[src/rtl/mdlsm_pkg.sv]
// Shared types for the MDLSM batch sequencer: state encoding, default index
// width and a sizing helper for the shared cycle counter.
package mdlsm_pkg;
  localparam int DEFAULT_IDX_W = 10;

  typedef enum logic [2:0] {
    S_IDLE,
    S_ISSUE,
    S_WAIT,
    S_NEXT,
    S_DONE
  } state_e;

  // Width able to hold max(a,b)-1, the largest terminal count ever loaded.
  function automatic int cnt_width(input int a, input int b);
    int m;
    m = (a > b) ? a : b;
    return (m < 2) ? 1 : $clog2(m);
  endfunction
endpackage

[src/rtl/cycle_counter.sv]
// Up-counter with synchronous clear/enable; tc flags count == term.
module cycle_counter #(
  parameter int W = 4
) (
  input  logic         clk,
  input  logic         rst,
  input  logic         clr,
  input  logic         en,
  input  logic [W-1:0] term,
  output logic         tc
);
  logic [W-1:0] cnt_q, cnt_d;

  always_comb begin
    cnt_d = cnt_q;
    if (clr)     cnt_d = '0;
    else if (en) cnt_d = cnt_q + W'(1);
  end

  always_ff @(posedge clk) begin
    if (rst) cnt_q <= '0;
    else     cnt_q <= cnt_d;
  end

  assign tc = (cnt_q == term);
endmodule

[src/rtl/batch_sequencer.sv]
// Walks file indices first..last, issuing a fixed-length start pulse per job and
// waiting (with timeout) for the core's finish level before moving on.
module batch_sequencer
  import mdlsm_pkg::*;
#(
  parameter int IDX_W          = DEFAULT_IDX_W,
  parameter int START_CYCLES   = 3,
  parameter int TIMEOUT_CYCLES = 65535
) (
  input  logic           clk,
  input  logic           rst,
  input  logic           go,
  input  logic [IDX_W-1:0] first_index,
  input  logic [IDX_W-1:0] last_index,
  output logic [IDX_W-1:0] file_index,
  output logic           start,
  input  logic           finish,
  output logic           busy,
  output logic           done,
  output logic           error,
  output logic [IDX_W:0] job_count
);
  localparam int CW = cnt_width(START_CYCLES, TIMEOUT_CYCLES);
  localparam logic [CW-1:0] START_TERM = CW'(START_CYCLES - 1);
  localparam logic [CW-1:0] TOUT_TERM  = CW'(TIMEOUT_CYCLES - 1);

  state_e           state_q, state_d;
  logic [IDX_W-1:0] idx_q, idx_d, last_q, last_d;
  logic [IDX_W:0]   jobs_q, jobs_d;
  logic             start_q, start_d, busy_q, busy_d, done_q, done_d, err_q, err_d;
  logic             cnt_clr, cnt_en, cnt_tc;
  logic [CW-1:0]    cnt_term;

  // One counter serves both phases; it is cleared on every state change.
  cycle_counter #(.W(CW)) u_cnt (
    .clk (clk),
    .rst (rst),
    .clr (cnt_clr),
    .en  (cnt_en),
    .term(cnt_term),
    .tc  (cnt_tc)
  );

  always_comb begin
    state_d  = state_q;
    idx_d    = idx_q;
    last_d   = last_q;
    jobs_d   = jobs_q;
    err_d    = err_q;
    start_d  = 1'b0;
    done_d   = 1'b0;
    cnt_clr  = 1'b1;
    cnt_en   = 1'b0;
    cnt_term = (state_q == S_ISSUE) ? START_TERM : TOUT_TERM;
    case (state_q)
      S_IDLE: if (go) begin
        err_d  = 1'b0;
        jobs_d = '0;
        if (first_index <= last_index) begin
          state_d = S_ISSUE;
          idx_d   = first_index;
          last_d  = last_index;
          start_d = 1'b1;
        end else begin
          state_d = S_DONE;
          done_d  = 1'b1;
        end
      end
      S_ISSUE: begin
        if (cnt_tc) state_d = S_WAIT;
        else begin
          start_d = 1'b1;
          cnt_clr = 1'b0;
          cnt_en  = 1'b1;
        end
      end
      S_WAIT: begin
        if (finish) begin
          jobs_d  = jobs_q + 1'b1;
          state_d = S_NEXT;
        end else if (cnt_tc) begin
          err_d   = 1'b1;
          state_d = S_DONE;
          done_d  = 1'b1;
        end else begin
          cnt_clr = 1'b0;
          cnt_en  = 1'b1;
        end
      end
      S_NEXT: begin
        // Equality test so last = all-ones terminates without wrapping.
        if (idx_q == last_q) begin
          state_d = S_DONE;
          done_d  = 1'b1;
        end else begin
          idx_d   = idx_q + 1'b1;
          state_d = S_ISSUE;
          start_d = 1'b1;
        end
      end
      S_DONE:  state_d = S_IDLE;
      default: state_d = S_IDLE;
    endcase
    busy_d = (state_d != S_IDLE);
  end

  always_ff @(posedge clk) begin
    if (rst) begin
      state_q <= S_IDLE;
      idx_q   <= '0;
      last_q  <= '0;
      jobs_q  <= '0;
      start_q <= 1'b0;
      busy_q  <= 1'b0;
      done_q  <= 1'b0;
      err_q   <= 1'b0;
    end else begin
      state_q <= state_d;
      idx_q   <= idx_d;
      last_q  <= last_d;
      jobs_q  <= jobs_d;
      start_q <= start_d;
      busy_q  <= busy_d;
      done_q  <= done_d;
      err_q   <= err_d;
    end
  end

  assign file_index = idx_q;
  assign start      = start_q;
  assign busy       = busy_q;
  assign done       = done_q;
  assign error      = err_q;
  assign job_count  = jobs_q;
endmodule

[config.mk]
export PLATFORM = sky130hd
export DESIGN_NAME = batch_sequencer
export DESIGN_NICKNAME = d
export VERILOG_FILES = /design/src/rtl/mdlsm_pkg.sv /design/src/rtl/cycle_counter.sv /design/src/rtl/batch_sequencer.sv
export SDC_FILE = /design/constraint.sdc
export NUM_CORES = 1
export LEC_CHECK = 0
export CAP_MARGIN = 20
export CORE_MARGIN = 2
export CORE_UTILIZATION = 57
export DETAILED_ROUTE_END_ITERATION = 10
export PLACE_DENSITY_LB_ADDON = 0.3
export SYNTH_ARGS = -nofsm -noshare
export SYNTH_HDL_FRONTEND = slang
export SYNTH_SLANG_ARGS = --single-unit
export TNS_END_PERCENT = 30
[constraint.sdc]
create_clock -name clk -period 6 [get_ports clk]
set_input_delay 1.2 -clock clk [delete_from_list [all_inputs] [get_ports clk]]
set_output_delay 1.2 -clock clk [all_outputs]
set_load 0.1 [all_outputs]
==> metrics.csv, run 1 <==
stage,metric,value,unit
power_and_ir_drop,total leakage power,1.275,nW
global_route,antenna violations before repair,0,
power_and_ir_drop,VDD IR max,0.0001219,V
hold_path,hold path startpoint,u_cnt.cnt_q[0]$_SDFFE_PP0P_,
worst_setup_path,Reg-to-Reg Start,state_q[1]$_SDFF_PP0_,
worst_setup_path,r2r endpoint,file_index[4]$_SDFFE_PP0P_,
hold_path,endpoint of the worst hold path,u_cnt.cnt_q[0]$_SDFFE_PP0P_,
layout,share of post-route cells with drive strength above 1,5.385,%
outcome,status,"finished, final reports clean",
yosys,Synth Instances,347,
global_route,leftover overflow at the end of global routing,0,
power_and_ir_drop,PD cells,253.5,nW/um^2
placed_design,Port Buffer Count,48,
clock_network,TritonCTS buffer count,5,
layout,fin util,70.15,%
drt,iteration count of the initial detailed-routing pass,4,
drt,remaining antenna violation count after routing,0,
die,vertical die dimension,75.64,microns
yosys,"Avg Cell Area, Syn",8.430,sq um
timing,Max-slew headroom,30.01,%
drt,DRT iter0 DRCs,175,
clock_network,number of setup buffers added after CTS,0,
worst_setup_path,"critical path, cell by cell",clkdlybuf4s50_1 > inv_1 > ha_1 > and3_1 > a41o_1 > o21ai_0 > o221a_2 > a31oi_1 > or3_1,
placed_design,Detail Placement HPWL,5039,microns
drt,via total after detailed routing,2666,
timing,Max Clock Freq,298.0,MHz
global_route,GRT Overall Usage,24.37,%
clock_network,CTS max path bufs,2,
timing,Setup Total Neg Slack,0,ns
timing,Final Hold Viols,0,
clock_network,clock latency of the later-clocked register in the worst-skew pair,0.32,ns
drt,"wirelength, routed",6864,microns
clock_network,hold_buf cts,0,
timing,minimum clock period,3.356,ns
timing,Final setup violation count,0,
clock_network,clock tree from TritonCTS,done,
yosys,async set or reset register ratio after synthesis,0,%
yosys,Post-Synthesis Cell Area,2925,sq um
yosys,post-synthesis sequential element count,54,
die,total core area,5042,sq um
timing,share of the clock period used by the worst path after layout,55.94,%
worst_setup_path,largest stage delay on the critical path,0.51,ns
clock_network,clock transition at the registers of the reported paths,0.11,ns
layout,Inserted Diodes,0,
hold_path,classification of the worst-slack hold path,reg -> reg,
layout,"commonest non-fill, non-tap cells in the layout","dfxtp_1 (54), clkdlybuf4s50_1 (48), nor2_1 (39)",
yosys,post-synthesis sequential area ratio,36.95,%
worst_setup_path,critical path capture point type,flip-flop,
worst_setup_path,Crit-path slowest cell,o221a_2,
timing,worst clock skew,0.01529,ns
yosys,number of distinct library cell variants in the gate-level netlist after synthesis,47,
die,starting density of the core,58.01,%
global_route,pin count of the biggest net entering global routing,32,
job,maxcap violations,0,
global_route,via count of the first global-routing pass,2366,
worst_setup_path,crit start category,input port,
yosys,yosys warns,0,
die,IO Count,49,
yosys,most common flop cell mapped by yosys,dfxtp_1,
yosys,net count after synthesis,385,
timing,unrepaired setup endpoints after global routing,no,
drt,average routed wire per standard cell,14.92,microns
hold_path,hold depth,1,
layout,most common library cell in the layout ignoring fill and taps,dfxtp_1,
worst_setup_path,logic depth of the worst register-to-register path,4,
yosys,number of enable-type register cells in the synthesized netlist,0,
die,Die Area,5721,sq um
die,count of standard-cell rows,26,
drt,vias per cell,5.796,
clock_network,CTS resizes,0,
drt,post-route DRC violation count,0,
worst_setup_path,Critical Path AT,3.57,ns
timing,Tightest Pin Transition,1.047,ns
clock_network,Clk Tree Root Cell,clkbuf_8,
clock_network,TritonCTS sink count,54,
timing,Final Max Slew Viols,0,
layout,synthesis-to-layout area growth,20.92,%
global_route,first-pass GRT wire length,10780,microns
layout,post-layout net count,427,
clock_network,H-tree lvl count,2,
placed_design,final RePlAce weighted congestion,0.8685,
worst_setup_path,largest driver fanout on the critical path,21,
worst_setup_path,setup slack of the most critical reg-to-reg path,3.55,ns
die,width of the chip,75.64,microns
worst_setup_path,data required time of the critical path,6.21,ns
worst_setup_path,Setup Crit Path Kind,in -> reg,
[cell usage after synthesis (2+ instances only)]
cell type | instances | share of area (%)
o21ai_0 | 9 | 1.5
nor3b_1 | 2 | 0.51
a21o_1 | 5 | 1.3
buf_6 | 3 | 1.2
nand2b_1 | 7 | 1.5
xnor2_1 | 17 | 5.1
and4_1 | 3 | 0.90
nand4_1 | 7 | 1.5
mux2i_1 | 11 | 3.8
buf_2 | 4 | 0.68
a21oi_1 | 29 | 5.0
o21ba_2 | 2 | 0.68
ha_1 | 14 | 6.0
o32ai_1 | 4 | 1.2
xor2_1 | 9 | 2.7
nor2_1 | 39 | 5.0
o31ai_1 | 3 | 0.77
nor4_1 | 4 | 0.86
mux2_2 | 2 | 0.77
dfxtp_1 | 54 | 37
nand2_1 | 21 | 2.7
and3_1 | 7 | 1.5
or3_1 | 8 | 1.7
clkbuf_1 | 7 | 0.90
nand3_1 | 22 | 3.8
nand3b_1 | 2 | 0.51
nor3_1 | 12 | 2.1
inv_1 | 14 | 1.8
or2_2 | 5 | 1.1
or4_1 | 2 | 0.51
a31oi_1 | 3 | 0.64
[report_power, final]
group,internal [W],switching [W],total (W)
Combinational,0.0000862,0.000158,0.000244
Clock,0.000127,0.000125,0.000252
Sequential,0.000378,0.0000228,0.000401
Total,0.000591,0.000306,0.000897
[cells by family after synthesis]
| family | Yosys count | share of synthesized area, % |
|---|---|---|
| adders and majority gates | 14 | 5.988 |
| buffers and inverters | 28 | 4.534 |
| xor gates and xnor gates | 26 | 7.784 |
| DFF | 54 | 36.95 |
| AOI/OAI and AO/OA | 65 | 14.12 |
| muxes | 13 | 4.534 |
| and+or+nand+nor | 147 | 26.09 |
[through the flow]
stage	instances	setup WS [ns]	hold WS [ns]	power (W)	area (sq um)
after floorplan	347	3.036	0.4297	0.0005876	2925
after global placement	452	2.385	0.4428	0.0006454	3421
after detailed placement	452	2.273	0.4586	0.0006503	3421
after CTS	460	2.642	0.4774	0.0008994	3537
after global routing	460	2.444	0.4932	0.0009362	3537
final	460	2.644	0.4695	0.0008967	3537
[worst max-delay path: cells and delay by family]
kind            cells  cell delay [ns]
compound gates      4             1.02
fa+ha+maj           1             0.28
buf+inv             2             0.53
simple gates        2             0.52
[flip-flops by register name (all words and copies together) (netlist names)]
name / cells
busy: 1
done: 1
error: 1
file_index: 10
job_count: 11
last_q: 10
start: 1
state_q: 3
u_cnt.cnt_q: 16
[layout make-up]
| cell class | instances | area, sq um |
|---|---|---|
| Inverter | 14 | 52.55 |
| Timing Repair Buffer | 49 | 488.0 |
| Clock inverter | 3 | 47.55 |
| Sequential cell | 54 | 1081 |
| Multi-Input combinational cell | 265 | 1712 |
| Clock buffer | 5 | 68.82 |
| Fill cell | 402 | 1505 |
| Tap cell | 70 | 87.58 |
[per-layer routing]
layer  share of wire, %  vias to the layer above  global-route usage (%)
met5                  0                        -                       0
met4                2.0                        0                   7.992
met3                5.0                       14                   5.291
met2                 47                       78                   40.39
met1                 45                     1254                   31.62
li1                   -                     1320                       -
[worst max path at each step]
stage                        startpoint                      to  slack, ns  cells past startpoint
after floorplan           last_index[5]  last_q[0]$_SDFFE_PP0P_       3.04                      9
after global placement    last_index[5]         busy$_SDFF_PP0_       2.38                      9
after detailed placement  last_index[6]         busy$_SDFF_PP0_       2.27                      9
after CTS                 last_index[6]         busy$_SDFF_PP0_       2.64                      9
after global routing      last_index[8]         busy$_SDFF_PP0_       2.44                      9
final                     last_index[6]         busy$_SDFF_PP0_       2.64                      9
No activity file was read; power rests on OpenSTA's default activity.
==> run 2: changes to the inputs <==
--- a/config.mk
+++ b/config.mk
@@ -7,7 +7,7 @@
 export LEC_CHECK = 0
 export CAP_MARGIN = 20
 export CORE_MARGIN = 2
-export CORE_UTILIZATION = 57
+export CORE_UTILIZATION = 48
 export DETAILED_ROUTE_END_ITERATION = 10
 export PLACE_DENSITY_LB_ADDON = 0.3
 export SYNTH_ARGS = -nofsm -noshare
==> constraint.sdc (replaced) <==
create_clock -name clk -period 2.8 [get_ports clk]
set_input_delay 0.56 -clock clk [delete_from_list [all_inputs] [get_ports clk]]
set_output_delay 0.56 -clock clk [all_outputs]
set_load 0.1 [all_outputs]
==> run 2 against run 1 <==
Net effect: hold slack better by 0.0072 ns; register-to-register slack worse by 2.8 ns; flip-flop and latch count is the same; worst setup slack got worse by 2.4 ns.
==> metrics.csv, run 2 (synthesis results as in run 1) <==
stage,metric,value,unit
power_and_ir_drop,total leakage power,1.400,nW
clock_network,number of setup buffers added after CTS,0,
drt,post-route DRC violation count,0,
die,width of the chip,82.07,microns
die,vertical die dimension,82.07,microns
timing,minimum clock period,2.606,ns
layout,# fillers,540,
placed_design,Port Buffer Count,48,
clock_network,clock latency of the later-clocked register in the worst-skew pair,0.32,ns
worst_setup_path,data required time of the critical path,3.03,ns
layout,"number of standard cells in the layout, taps in and fillers out",481,
drt,DRT iter0 DRCs,141,
layout,Inserted Diodes,0,
worst_setup_path,Setup Crit Path Kind,in -> reg,
worst_setup_path,critical path capture point type,flip-flop,
power_and_ir_drop,total net switching power,0.0006649,W
placed_design,Detail Placement HPWL,5111,microns
global_route,first-pass GRT wire length,10540,microns
drt,via total after detailed routing,2637,
global_route,GRT Overall Usage,20.19,%
clock_network,Clk Tree Root Cell,clkbuf_8,
layout,"commonest non-fill, non-tap cells in the layout","dfxtp_1 (54), buf_4 (42), nor2_1 (39)",
timing,Final Max Slew Viols,0,
timing,share of the clock period used by the worst path after layout,93.05,%
clock_network,clock tree from TritonCTS,done,
clock_network,TritonCTS sink count,54,
drt,"wirelength, routed",6731,microns
global_route,leftover overflow at the end of global routing,0,
timing,Final setup violation count,0,
placed_design,Placement Cell Area,3485,sq um
timing,unrepaired setup endpoints after global routing,no,
clock_network,TritonCTS buffer count,5,
timing,worst clock skew,0.004986,ns
timing,Max Clock Freq,383.8,MHz
job,maxcap violations,0,
clock_network,hold_buf cts,0,
power_and_ir_drop,Final Power,0.001946,W
global_route,pin count of the biggest net entering global routing,24,
drt,iteration count of the initial detailed-routing pass,4,
hold_path,classification of the worst-slack hold path,reg -> reg,
layout,fin util,60.82,%
power_and_ir_drop,sequential cell fraction of total power,44.2,%
timing,final worst slack,0.1945,ns
clock_network,H-tree lvl count,2,
power_and_ir_drop,internal portion of total power,0.001282,W
power_and_ir_drop,sw frac,34.16,%
worst_setup_path,largest driver fanout on the critical path,13,
layout,share of post-route cells with drive strength above 1,15.27,%
die,IO Count,49,
timing,Max-slew headroom,68.39,%
placed_design,"number of placed instances, taps included",473,
layout,synthesis-to-layout area growth,23.10,%
timing,Tightest Pin Transition,0.4705,ns
global_route,via count of the first global-routing pass,2244,
die,count of standard-cell rows,28,
die,starting density of the core,49.41,%
drt,vias per cell,5.482,
layout,"final std cell area, no fill",3601,sq um
timing,Final Hold Viols,0,
power_and_ir_drop,power share of the clock group,28.4,%
power_and_ir_drop,portion of total power attributed to combinational logic,27.4,%
outcome,status,"finished, final reports clean",
layout,most common library cell in the layout ignoring fill and taps,dfxtp_1,
placed_design,final RePlAce weighted congestion,0.8183,
layout,Reg with most FFs,u_cnt.cnt_q,
placed_design,pre-CTS WS,-0.1127,ns
die,total core area,5921,sq um
drt,remaining antenna violation count after routing,0,
die,Die Area,6735,sq um
clock_network,clock transition at the registers of the reported paths,0.10,ns
power_and_ir_drop,VDD IR max,0.0002536,V
clock_network,CTS max path bufs,2,
global_route,antenna violations before repair,0,
clock_network,CTS resizes,0,
drt,average routed wire per standard cell,13.99,microns
layout,number of flip-flops under the largest register name,16,
worst_setup_path,Critical Path AT,2.83,ns
worst_setup_path,crit start category,input port,
layout,post-layout net count,443,
power_and_ir_drop,PD cells,540.5,nW/um^2
## run 2: cell count changes in the layout (fill, tap and decap cells not counted)
cell	before	now
buf_4	1	42
clkdlybuf4s50_1	48	23
## run 2: power by group through the flow
| stage | clock network (W) | logic [W] | registers (W) |
|---|---|---|---|
| after floorplan | 0 | 0.000235 | 0.00102 |
| after global placement | 0 | 0.000526 | 0.000876 |
| after detailed placement | 0 | 0.000534 | 0.000879 |
| after CTS | 0.000567 | 0.000536 | 0.000861 |
| after global routing | 0.000592 | 0.000574 | 0.000866 |
| final | 0.000552 | 0.000534 | 0.000860 |
## run 2: per-layer routing
layer	share of wire, %	vias to the layer above	track usage, %
met5	0	-	0
met4	1.1	0	5.500
met3	3.8	7	4.066
met2	48	40	32.44
met1	47	1240	27.49
li1	-	1350	-
## run 2: through the flow
| step | hold slack (ns) | setup TNS [ns] |
|---|---|---|
| after global routing | 0.5066 | 0 |
| final | 0.4766 | 0 |
| after detailed placement | 0.4555 | -1.446 |
| after floorplan | 0.4297 | 0 |
| after CTS | 0.4725 | 0 |
| after global placement | 0.4460 | -0.4181 |
## run 2: worst paths after layout
kind / startpoint / endpoint / slack (ns) / cells after the start
hold reg to reg: error$_SDFFE_PP0P_ / error$_SDFFE_PP0P_ / 0.48 / 2
hold / removal: error$_SDFFE_PP0P_ / error$_SDFFE_PP0P_ / 0.48 / 2
setup / recovery: last_index[8] / file_index[8]$_SDFFE_PP0P_ / 0.19 / 9
setup reg to reg: u_cnt.cnt_q[10]$_SDFFE_PP0P_ / busy$_SDFF_PP0_ / 0.71 / 6
## run 2: final cells by class
class                      instances  area (sq um)  share of cell area, %
tap                               75         93.84                  2.606
clock inverter                     3         47.55                  1.320
sequential                        54          1081                  30.02
clock buffer                       5         68.82                  1.911
inverter                          14         52.55                  1.459
multi-input combinational        265          1712                  47.53
timing repair buffer              65         545.5                  15.15
## run 2: worst max-delay path: stages
cell,delay (ns)
clkdlybuf4s50_1,0.49
inv_1,0.05
ha_1,0.30
a21o_1,0.18
a21oi_1,0.20
o21ai_0,0.18
o221a_2,0.41
buf_4,0.20
o32ai_1,0.26
==> run 3: changes to the inputs <==
--- a/config.mk
+++ b/config.mk
@@ -5,7 +5,7 @@
 export SDC_FILE = /design/constraint.sdc
 export NUM_CORES = 1
 export LEC_CHECK = 0
-export CAP_MARGIN = 20
+export ABC_CLOCK_PERIOD_IN_PS = 2800
 export CORE_MARGIN = 2
 export CORE_UTILIZATION = 48
 export DETAILED_ROUTE_END_ITERATION = 10
==> results of run 3 <==
Same layout as run 2: the final DEF is identical, and so are final timing and power.
